## src/rtl/risc_core_seq_if.sv

```systemverilog
// Memory bus between the accumulator core and an external wait-state memory.
//   mem_addr  : word address driven by the core
//   mem_rd    : read strobe
//   mem_wr    : write strobe (never together with mem_rd)
//   mem_wdata : store data, zero while mem_wr is low
//   mem_rdata : read data, sampled on the completing edge
//   mem_ready : completes the pending access on a rising edge
// master = core side, slave = memory side.
interface risc_core_seq_if #(
   parameter int unsigned DATA_W = 8,
   parameter int unsigned ADDR_W = 5
);
   logic [ADDR_W-1:0] mem_addr;
   logic              mem_rd;
   logic              mem_wr;
   logic [DATA_W-1:0] mem_wdata;
   logic [DATA_W-1:0] mem_rdata;
   logic              mem_ready;

   modport master (
      output mem_addr, mem_rd, mem_wr, mem_wdata,
      input  mem_rdata, mem_ready
   );

   modport slave (
      input  mem_addr, mem_rd, mem_wr, mem_wdata,
      output mem_rdata, mem_ready
   );
endinterface

```

## src/rtl/risc_core_seq.sv

```systemverilog
// Multi-cycle accumulator CPU: PC, IR, accumulator, ALU and a
// START/FETCH/DECODE/READ/WRITE/HALT controller talking to an external
// memory with a ready handshake.
//   clock   : rising-edge clock
//   reset   : asynchronous active-low reset
//   mem     : memory bus (master side of risc_core_seq_if)
//   resume  : leaves HALT when sampled high in HALT
//   halted  : high while in HALT
//   pc_out  : program counter
//   acc_out : accumulator
//   zero    : combinational acc==0
// Instruction: opcode = ir[DATA_W-1 -: 3], operand address = ir[ADDR_W-1:0].
module risc_core_seq #(
   parameter int unsigned DATA_W = 8,
   parameter int unsigned ADDR_W = 5
) (
   input  logic                 clock,
   input  logic                 reset,
   risc_core_seq_if.master      mem,
   input  logic                 resume,
   output logic                 halted,
   output logic [ADDR_W-1:0]    pc_out,
   output logic [DATA_W-1:0]    acc_out,
   output logic                 zero
);

   localparam int unsigned OP_W = 3;

   localparam logic [OP_W-1:0] OP_HLT = 3'b000;
   localparam logic [OP_W-1:0] OP_SKZ = 3'b001;
   localparam logic [OP_W-1:0] OP_ADD = 3'b010;
   localparam logic [OP_W-1:0] OP_AND = 3'b011;
   localparam logic [OP_W-1:0] OP_XOR = 3'b100;
   localparam logic [OP_W-1:0] OP_LDA = 3'b101;
   localparam logic [OP_W-1:0] OP_STO = 3'b110;
   localparam logic [OP_W-1:0] OP_JMP = 3'b111;

   typedef enum logic [2:0] {
      S_START  = 3'd0,
      S_FETCH  = 3'd1,
      S_DECODE = 3'd2,
      S_READ   = 3'd3,
      S_WRITE  = 3'd4,
      S_HALT   = 3'd5
   } state_t;

   state_t            state_q, state_d;
   logic [ADDR_W-1:0] pc_q, pc_d;
   logic [DATA_W-1:0] ir_q, ir_d;
   logic [DATA_W-1:0] acc_q, acc_d;

   logic [ADDR_W-1:0] mem_addr_q, mem_addr_d;
   logic              mem_rd_q, mem_rd_d;
   logic              mem_wr_q, mem_wr_d;
   logic [DATA_W-1:0] mem_wdata_q, mem_wdata_d;
   logic              halted_q, halted_d;

   logic [OP_W-1:0]   opcode;
   logic [ADDR_W-1:0] ir_addr_q;
   logic [ADDR_W-1:0] ir_addr_d;

   assign opcode    = ir_q[DATA_W-1 -: OP_W];
   assign ir_addr_q = ir_q[ADDR_W-1:0];
   assign ir_addr_d = ir_d[ADDR_W-1:0];

   // Middle instruction bits carry no meaning.
   if (DATA_W > ADDR_W + OP_W) begin : g_unused_ir
      logic unused_ir_bits;
      assign unused_ir_bits = ^ir_q[DATA_W-OP_W-1:ADDR_W];
   end

   // State, datapath and registered bus outputs.
   always_ff @(posedge clock or negedge reset) begin
      if (!reset) begin
         state_q     <= S_START;
         pc_q        <= '0;
         ir_q        <= '0;
         acc_q       <= '0;
         mem_addr_q  <= '0;
         mem_rd_q    <= 1'b0;
         mem_wr_q    <= 1'b0;
         mem_wdata_q <= '0;
         halted_q    <= 1'b0;
      end else begin
         state_q     <= state_d;
         pc_q        <= pc_d;
         ir_q        <= ir_d;
         acc_q       <= acc_d;
         mem_addr_q  <= mem_addr_d;
         mem_rd_q    <= mem_rd_d;
         mem_wr_q    <= mem_wr_d;
         mem_wdata_q <= mem_wdata_d;
         halted_q    <= halted_d;
      end
   end

   // Next state and datapath updates.
   always_comb begin
      state_d = state_q;
      pc_d    = pc_q;
      ir_d    = ir_q;
      acc_d   = acc_q;
      case (state_q)
         S_START: state_d = S_FETCH;
         S_FETCH: begin
            if (mem.mem_ready) begin
               ir_d    = mem.mem_rdata;
               pc_d    = pc_q + ADDR_W'(1);
               state_d = S_DECODE;
            end
         end
         S_DECODE: begin
            case (opcode)
               OP_HLT: state_d = S_HALT;
               OP_SKZ: begin
                  if (acc_q == '0) pc_d = pc_q + ADDR_W'(1);
                  state_d = S_FETCH;
               end
               OP_JMP: begin
                  pc_d    = ir_addr_q;
                  state_d = S_FETCH;
               end
               OP_STO:  state_d = S_WRITE;
               default: state_d = S_READ;
            endcase
         end
         S_READ: begin
            if (mem.mem_ready) begin
               case (opcode)
                  OP_ADD:  acc_d = acc_q + mem.mem_rdata;
                  OP_AND:  acc_d = acc_q & mem.mem_rdata;
                  OP_XOR:  acc_d = acc_q ^ mem.mem_rdata;
                  OP_LDA:  acc_d = mem.mem_rdata;
                  default: acc_d = acc_q;
               endcase
               state_d = S_FETCH;
            end
         end
         S_WRITE: begin
            if (mem.mem_ready) state_d = S_FETCH;
         end
         S_HALT: begin
            if (resume) state_d = S_FETCH;
         end
         default: state_d = S_START;
      endcase
   end

   // Bus outputs for the coming state, so they launch straight from flops.
   always_comb begin
      mem_addr_d  = '0;
      mem_rd_d    = 1'b0;
      mem_wr_d    = 1'b0;
      mem_wdata_d = '0;
      halted_d    = 1'b0;
      case (state_d)
         S_FETCH: begin
            mem_addr_d = pc_d;
            mem_rd_d   = 1'b1;
         end
         S_READ: begin
            mem_addr_d = ir_addr_d;
            mem_rd_d   = 1'b1;
         end
         S_WRITE: begin
            mem_addr_d  = ir_addr_d;
            mem_wr_d    = 1'b1;
            mem_wdata_d = acc_d;
         end
         S_HALT:  halted_d = 1'b1;
         default: ;
      endcase
   end

   assign mem.mem_addr  = mem_addr_q;
   assign mem.mem_rd    = mem_rd_q;
   assign mem.mem_wr    = mem_wr_q;
   assign mem.mem_wdata = mem_wdata_q;

   assign halted  = halted_q;
   assign pc_out  = pc_q;
   assign acc_out = acc_q;
   assign zero    = (acc_q == '0);

endmodule

```

## src/flat_wrapper.sv

```systemverilog
// flat-port wrapper written by rule: the top's interface ports become plain ports
module risc_core_seq_flat 
#(
   parameter int unsigned DATA_W = 8,
   parameter int unsigned ADDR_W = 5
)
  (clock, reset, resume, halted, pc_out, acc_out, zero, mem_mem_addr, mem_mem_rd, mem_mem_wr, mem_mem_wdata, mem_mem_rdata, mem_mem_ready);
  risc_core_seq_if #(.DATA_W(DATA_W), .ADDR_W(ADDR_W)) mem_i ();
  input  logic clock;
  input  logic reset;
  input  logic resume;
  output logic halted;
  output logic [ADDR_W-1:0] pc_out;
  output logic [DATA_W-1:0] acc_out;
  output logic zero;
  output wire logic [$bits(mem_i.mem_addr)-1:0] mem_mem_addr;
  output wire logic [$bits(mem_i.mem_rd)-1:0] mem_mem_rd;
  output wire logic [$bits(mem_i.mem_wr)-1:0] mem_mem_wr;
  output wire logic [$bits(mem_i.mem_wdata)-1:0] mem_mem_wdata;
  input wire logic [$bits(mem_i.mem_rdata)-1:0] mem_mem_rdata;
  input wire logic [$bits(mem_i.mem_ready)-1:0] mem_mem_ready;
  assign mem_mem_addr = mem_i.mem_addr;
  assign mem_mem_rd = mem_i.mem_rd;
  assign mem_mem_wr = mem_i.mem_wr;
  assign mem_mem_wdata = mem_i.mem_wdata;
  assign mem_i.mem_rdata = mem_mem_rdata;
  assign mem_i.mem_ready = mem_mem_ready;
  risc_core_seq #(.DATA_W(DATA_W), .ADDR_W(ADDR_W)) u_core (.clock(clock), .reset(reset), .mem(mem_i), .resume(resume), .halted(halted), .pc_out(pc_out), .acc_out(acc_out), .zero(zero));
endmodule
```

## config.mk

```make
export PLATFORM = sky130hd
export DESIGN_NAME = risc_core_seq_flat
export DESIGN_NICKNAME = d
export VERILOG_FILES = /design/src/rtl/risc_core_seq_if.sv /design/src/rtl/risc_core_seq.sv /design/src/flat_wrapper.sv
export SDC_FILE = /design/constraint.sdc
export NUM_CORES = 1
export LEC_CHECK = 0
export ABC_AREA = 1
export CORE_UTILIZATION = 25
export DETAILED_ROUTE_END_ITERATION = 10
export DONT_BUFFER_PORTS = 1
export PLACE_DENSITY_LB_ADDON = 0.08
export SLEW_MARGIN = 0
export SYNTH_ARGS = -nofsm -noshare
export SYNTH_HDL_FRONTEND = slang
export SYNTH_SLANG_ARGS = --single-unit
```

## constraint.sdc

```tcl
create_clock -name clock -period 1.72 [get_ports clock]
set_input_delay 0.172 -clock clock [delete_from_list [all_inputs] [get_ports clock]]
set_output_delay 0.172 -clock clock [all_outputs]
set_load 0.1 [all_outputs]
```

# After elaboration in Yosys (flattened, before gate mapping)
# Cells that the tools add are included.
dict set report word_totals {
  register_bits 40
  latch_bits 0
  ramBits 0
  rom_bits 0
  inputBits 12
  output_inout_bits 30
  wordCells 57
  memories 0
}
dict set report classes {
  n_addsub 2
  multipliers 0
  n_div 0
  magnitude_cmp 0
  n_eq_ne 16
  shifts 0
  muxes 19
  n_bitwise 2
  n_reduce_logical 8
}
# cell n
set op_table {}
lappend op_table {{$pmux W8 S4} 1}
lappend op_table {{$pmux W5 S2} 3}
lappend op_table {{$eq A3 B3 Y1 const B} 8}
lappend op_table {{$mux W8} 3}
lappend op_table {{$mux W5} 4}
lappend op_table {{$eq A3 B2 Y1 const B} 5}
lappend op_table {{$pmux W3 S5} 1}
lappend op_table {{$eq A3 B1 Y1 const B} 3}
lappend op_table {{$mux W3} 3}
lappend op_table {{$pmux W3 S3} 1}
lappend op_table {{$add A8 B8 Y8} 1}
lappend op_table {{$and A8 B8 Y8} 1}
lappend op_table {{$logic_not A8 Y1} 1}
lappend op_table {{$reduce_or A2 Y1} 4}
lappend op_table {{$xor A8 B8 Y8} 1}
lappend op_table {{$logic_not A3 Y1} 2}
lappend op_table {{$add A5 B1 Y5 const B} 1}
lappend op_table {{$mux W1} 3}
lappend op_table {{$reduce_and A2 Y1} 1}

# Logic depth before layout (Yosys ltp)
dict set report logic_depth {
  word_depth 7
  depth_mapped 11
  mapped_depth_nobuf 11
}

# Worst setup path before layout
# Ideal clock, no wire load.
dict set report synth_timing {
  path_type {register to register}
  from {reg u_core.acc_q[7] (netlist: u_core.acc_out[7])}
  to {reg u_core.mem_addr_q[2] (netlist: u_core.mem.mem_addr[2])}
  setup_time_ps 116
  arrival_ps 2936
  t_required_ps 1604
  slack_ps -1332
  path_stages_with_launch 11
  n_path_buf 0
  period_less_slack_ps 3052
  cell_sequence {dfrtp_1 nor2_1 nand2_1 nor2_1 nand2_1 nand3_1 nand2_2 nand2_1 nand3_1 nand2_1 nand2_1}
}
dict set report synth_via {
  elab_chain_len 5
}
# element line
set synth_rtl {}
lappend synth_rtl {{from (decl)} risc_core_seq.sv:50} ;# logic [DATA_W-1:0] acc_q, acc_d;
lappend synth_rtl {{from (signal assigned)} risc_core_seq.sv:78} ;# acc_q <= '0;
lappend synth_rtl {{from (signal assigned)} risc_core_seq.sv:88} ;# acc_q <= acc_d;
lappend synth_rtl {{$logic_not A8 Y1} -}
lappend synth_rtl {{via zero} flat_wrapper.sv:15} ;# output logic zero;
lappend synth_rtl {{$mux W5} risc_core_seq.sv:116} ;# if (acc_q == '0) pc_d = pc_q + ADDR_W'(1);
lappend synth_rtl {{$pmux W5 S2} risc_core_seq.sv:113} ;# case (opcode)
lappend synth_rtl {{$pmux W5 S2} risc_core_seq.sv:103} ;# case (state_q)
lappend synth_rtl {{via u_core.pc_d[2]} risc_core_seq.sv:48} ;# logic [ADDR_W-1:0] pc_q, pc_d;
lappend synth_rtl {{$pmux W5 S2} risc_core_seq.sv:156} ;# case (state_d)
lappend synth_rtl {{via u_core.mem_addr_d[2]} risc_core_seq.sv:52} ;# logic [ADDR_W-1:0] mem_addr_q, mem_addr_d;
lappend synth_rtl {{to (signal assigned)} risc_core_seq.sv:89} ;# mem_addr_q <= mem_addr_d;
lappend synth_rtl {{to (decl)} risc_core_seq.sv:52}
# The timed path passes the listed nets, and every way through them passes these cells.
# A chain may end at the register's enable or synchronous reset.

# Worst setup path in the final report
dict set report layout_timing {
  from {reg u_core.acc_q[3] (netlist: u_core.acc_out[3])}
  to {out zero}
}
dict set report layout_via {
  elab_chain_len 1
}
# element line
set layout_rtl {}
lappend layout_rtl {{$logic_not A8 Y1} risc_core_seq.sv:183} ;# assign zero = (acc_q == '0);
lappend layout_rtl {{to (decl)} flat_wrapper.sv:15}
# No other way between the ends.

==> results_dict.tcl <==
set metrics [dict create \
    async_flop_share_pct 100 \
    synth.top_cell.area_share_pct 40.6 \
    hpwlAfterDp_microns 5110 \
    slew_headroom_pct 79.1 \
    cp.arrival_ps 1580 \
    n_antenna_cell 0 \
    required_ps 1550 \
    antenna_found_initial 0 \
    utilization_pct 37.0 \
    htree_levels 2 \
    grt.overflow.total 0 \
    layout_common_cells "nand2_1 (86), buf_4 (47), inv_1 (39), dfrtp_1 (26), nor2_1 (24)" \
    stdcell_area_sq_um 3490 \
    placed_cells 497 \
    synth-edff-count 0 \
    n_fill_cell 1010 \
    holdWs_ps 44.3 \
    ys_seq_elements 40 \
    ant_nets 0 \
    fmax_ghz 0.572 \
    clk_path_buf_depth 2 \
    netlist_area_sq_um 2470 \
    grt_util_met2_pct 23.9 \
    cts-root-buf "clkbuf_8" \
    violations "negative setup slack" \
    skew_ps 8.52 \
    num_rows 35 \
    setup_viol 1 \
    final_cells 515 \
    yosysWarnings 0 \
    fin_crit_ps 1750 \
    grt_max_degree 41 \
    via_per_inst 4.39 \
    dr.first_iter.drc_count 20 \
    synth_nets 347 \
    path_clk_slew_ps 90 \
    clk_latency_ps 290 \
    critPathCaptureType "primary output" \
    layout_commonest_cell "nand2_1" \
    tritoncts "built" \
    hp-class "in -> reg" \
    ioPinCount 42 \
    synth_cell_types 35 \
    seq_area_frac_synth_pct 40.6 \
    drive_gt1_share_pct 35.2 \
    grtUsageMet1_pct 18.1 \
    grt_setup_unrepaired "true" \
    synthCells 325 \
    cts_sinks 40 \
    synth_area_per_cell_sq_um 7.59 \
    portBuffers 0 \
    dominantRegCellSynth "dfrtp_1" \
    syn_to_final_growth_pct 41.3 \
    maxCapViolCount 0 \
    layout.nets 407 \
    place_congestion 0.822 \
    grt_usage_pct 14.1 \
    fp.coreArea_sq_um 9420 \
    die_x_microns 101 \
    die-area_sq_um 10300 \
    place_area_sq_um 3000 \
    drtPass1Iterations 4 \
    fin_crit_sh_pct 102 \
    totalWireLength_microns 6830 \
    setup.worst_path.start_class "flip-flop" \
    grt_util_met3_pct 2.83 \
    synth_area_leaders "dfrtp_1 (41%), nand2_1 (15%), inv_1 (6.1%)" \
    status "finished with violations" \
    yosys.area.top_type "dfrtp_1" \
    hold_viol_final 0 \
    wire_per_inst_microns 13.3 \
    drc 0 \
    busiest_layer "met2" \
    worstPathMaxFanout 4 \
    cts_inserted_buffers 5 \
    die-height_microns 101 \
    critPathKind "reg -> out" \
    grt_pass1_wl_microns 11200 \
    tightest_slew_ps 313 \
    grt_pass1_vias 2234 \
    layout_setup_ws_ps -27.7 \
    routed-via-count 2262 \
    initial_core_util_pct 26.2 \
    drv_slew 0 \
]
## area by class of cell
class | instances | area (sq um) | area share, %
Multi-Input combinational cell | 233 | 1450 | 41.5
Timing Repair Buffer | 56 | 500 | 14.4
Tap cell | 129 | 161 | 4.63
Clock buffer | 5 | 68.8 | 1.97
Sequential cell | 40 | 1030 | 29.6
Inverter | 49 | 184 | 5.28
Clock inverter | 3 | 90.1 | 2.58
## synth_stat cells (2+ instances only)
cell type   n
xor2_1      3
nand3_2     4
nand3_1    28
nor2_2      3
dfrtp_1    40
or2_1       5
nor2_1     27
nand2_4     2
inv_1      40
o21ai_0    13
nand2_1    96
a21oi_1    11
o21ai_1     3
o211ai_1    2
nor2_4      3
nand2_2     4
inv_2       8
ha_1        9
nand4_1     7
o2111ai_1   2
## state kept, by name (all words and copies together), names as in the netlist
register / cells
u_core.acc_out: 8
u_core.ir_q: 8
u_core.mem.mem_wdata: 8
u_core.mem.mem_addr: 5
u_core.pc_out: 5
u_core.state_q: 3
u_core.halted: 1
u_core.mem.mem_rd: 1
u_core.mem.mem_wr: 1
## logic make-up after synthesis
family / after synthesis / share of synthesized area [%]
AO/OA/AOI/OAI: 35 / 8.37
XOR/XNOR: 3 / 1.07
adder cells (fa/ha/maj): 10 / 5.38
buffers and inverters: 52 / 8.37
flip-flops: 40 / 40.6
AND/OR/NAND/NOR: 185 / 36.2
## layer usage
layer	vias up	part of all wire, %
met1	1042	47
met2	53	47
met4	0	1.6
li1	1158	-
met5	-	0
met3	9	4.2
## repair_timing
item | 4_1_cts | 5_1_grt
buffers inserted | 0 | 6
gates cloned | 0 | 0
pin swaps | 3 | 9
gates resized for setup | 17 | 37
hold buffers | 5 | 0
endpoints found under the setup margin | 8 | 20
endpoints found under the hold margin | 43 | 0
## metrics by stage
step	setup slack, ps	setup TNS, ps
5_1_grt	-79.6	-327
2_1_floorplan	-270	-3430
3_3_place_gp	-86.8	-172
6_report	-27.7	-27.7
3_5_place_dp	-120	-273
4_1_cts	-15.4	-38.0
## worst paths after layout
kind	startpoint	end	slack [ps]	depth (start not counted)
hold reg to reg	u_core.ir_q[2]$_DFF_PN0_	u_core.ir_q[2]$_DFF_PN0_	530	2
setup reg to reg	u_core.acc_out[0]$_DFF_PN0_	u_core.mem.mem_wdata[2]$_DFF_PN0_	20	7
max in group asynchronous	reset	u_core.acc_out[3]$_DFF_PN0_	1100	2
setup / recovery	u_core.acc_out[3]$_DFF_PN0_	zero	-30	5
min in group asynchronous	reset	u_core.mem.mem_addr[3]$_DFF_PN0_	380	2
hold / removal	mem_mem_rdata[0]	u_core.ir_q[0]$_DFF_PN0_	40	2
## worst max-delay path: stages (launching register included)
cell	delay (ps)
dfrtp_4	510
buf_12	180
nor2_4	90
nand2_2	80
nor2_4	210
buf_12	210
Power is left out: the tool's default activity adds up to more than one toggle a clock period on the data nets, which glitch-free logic cannot reach.
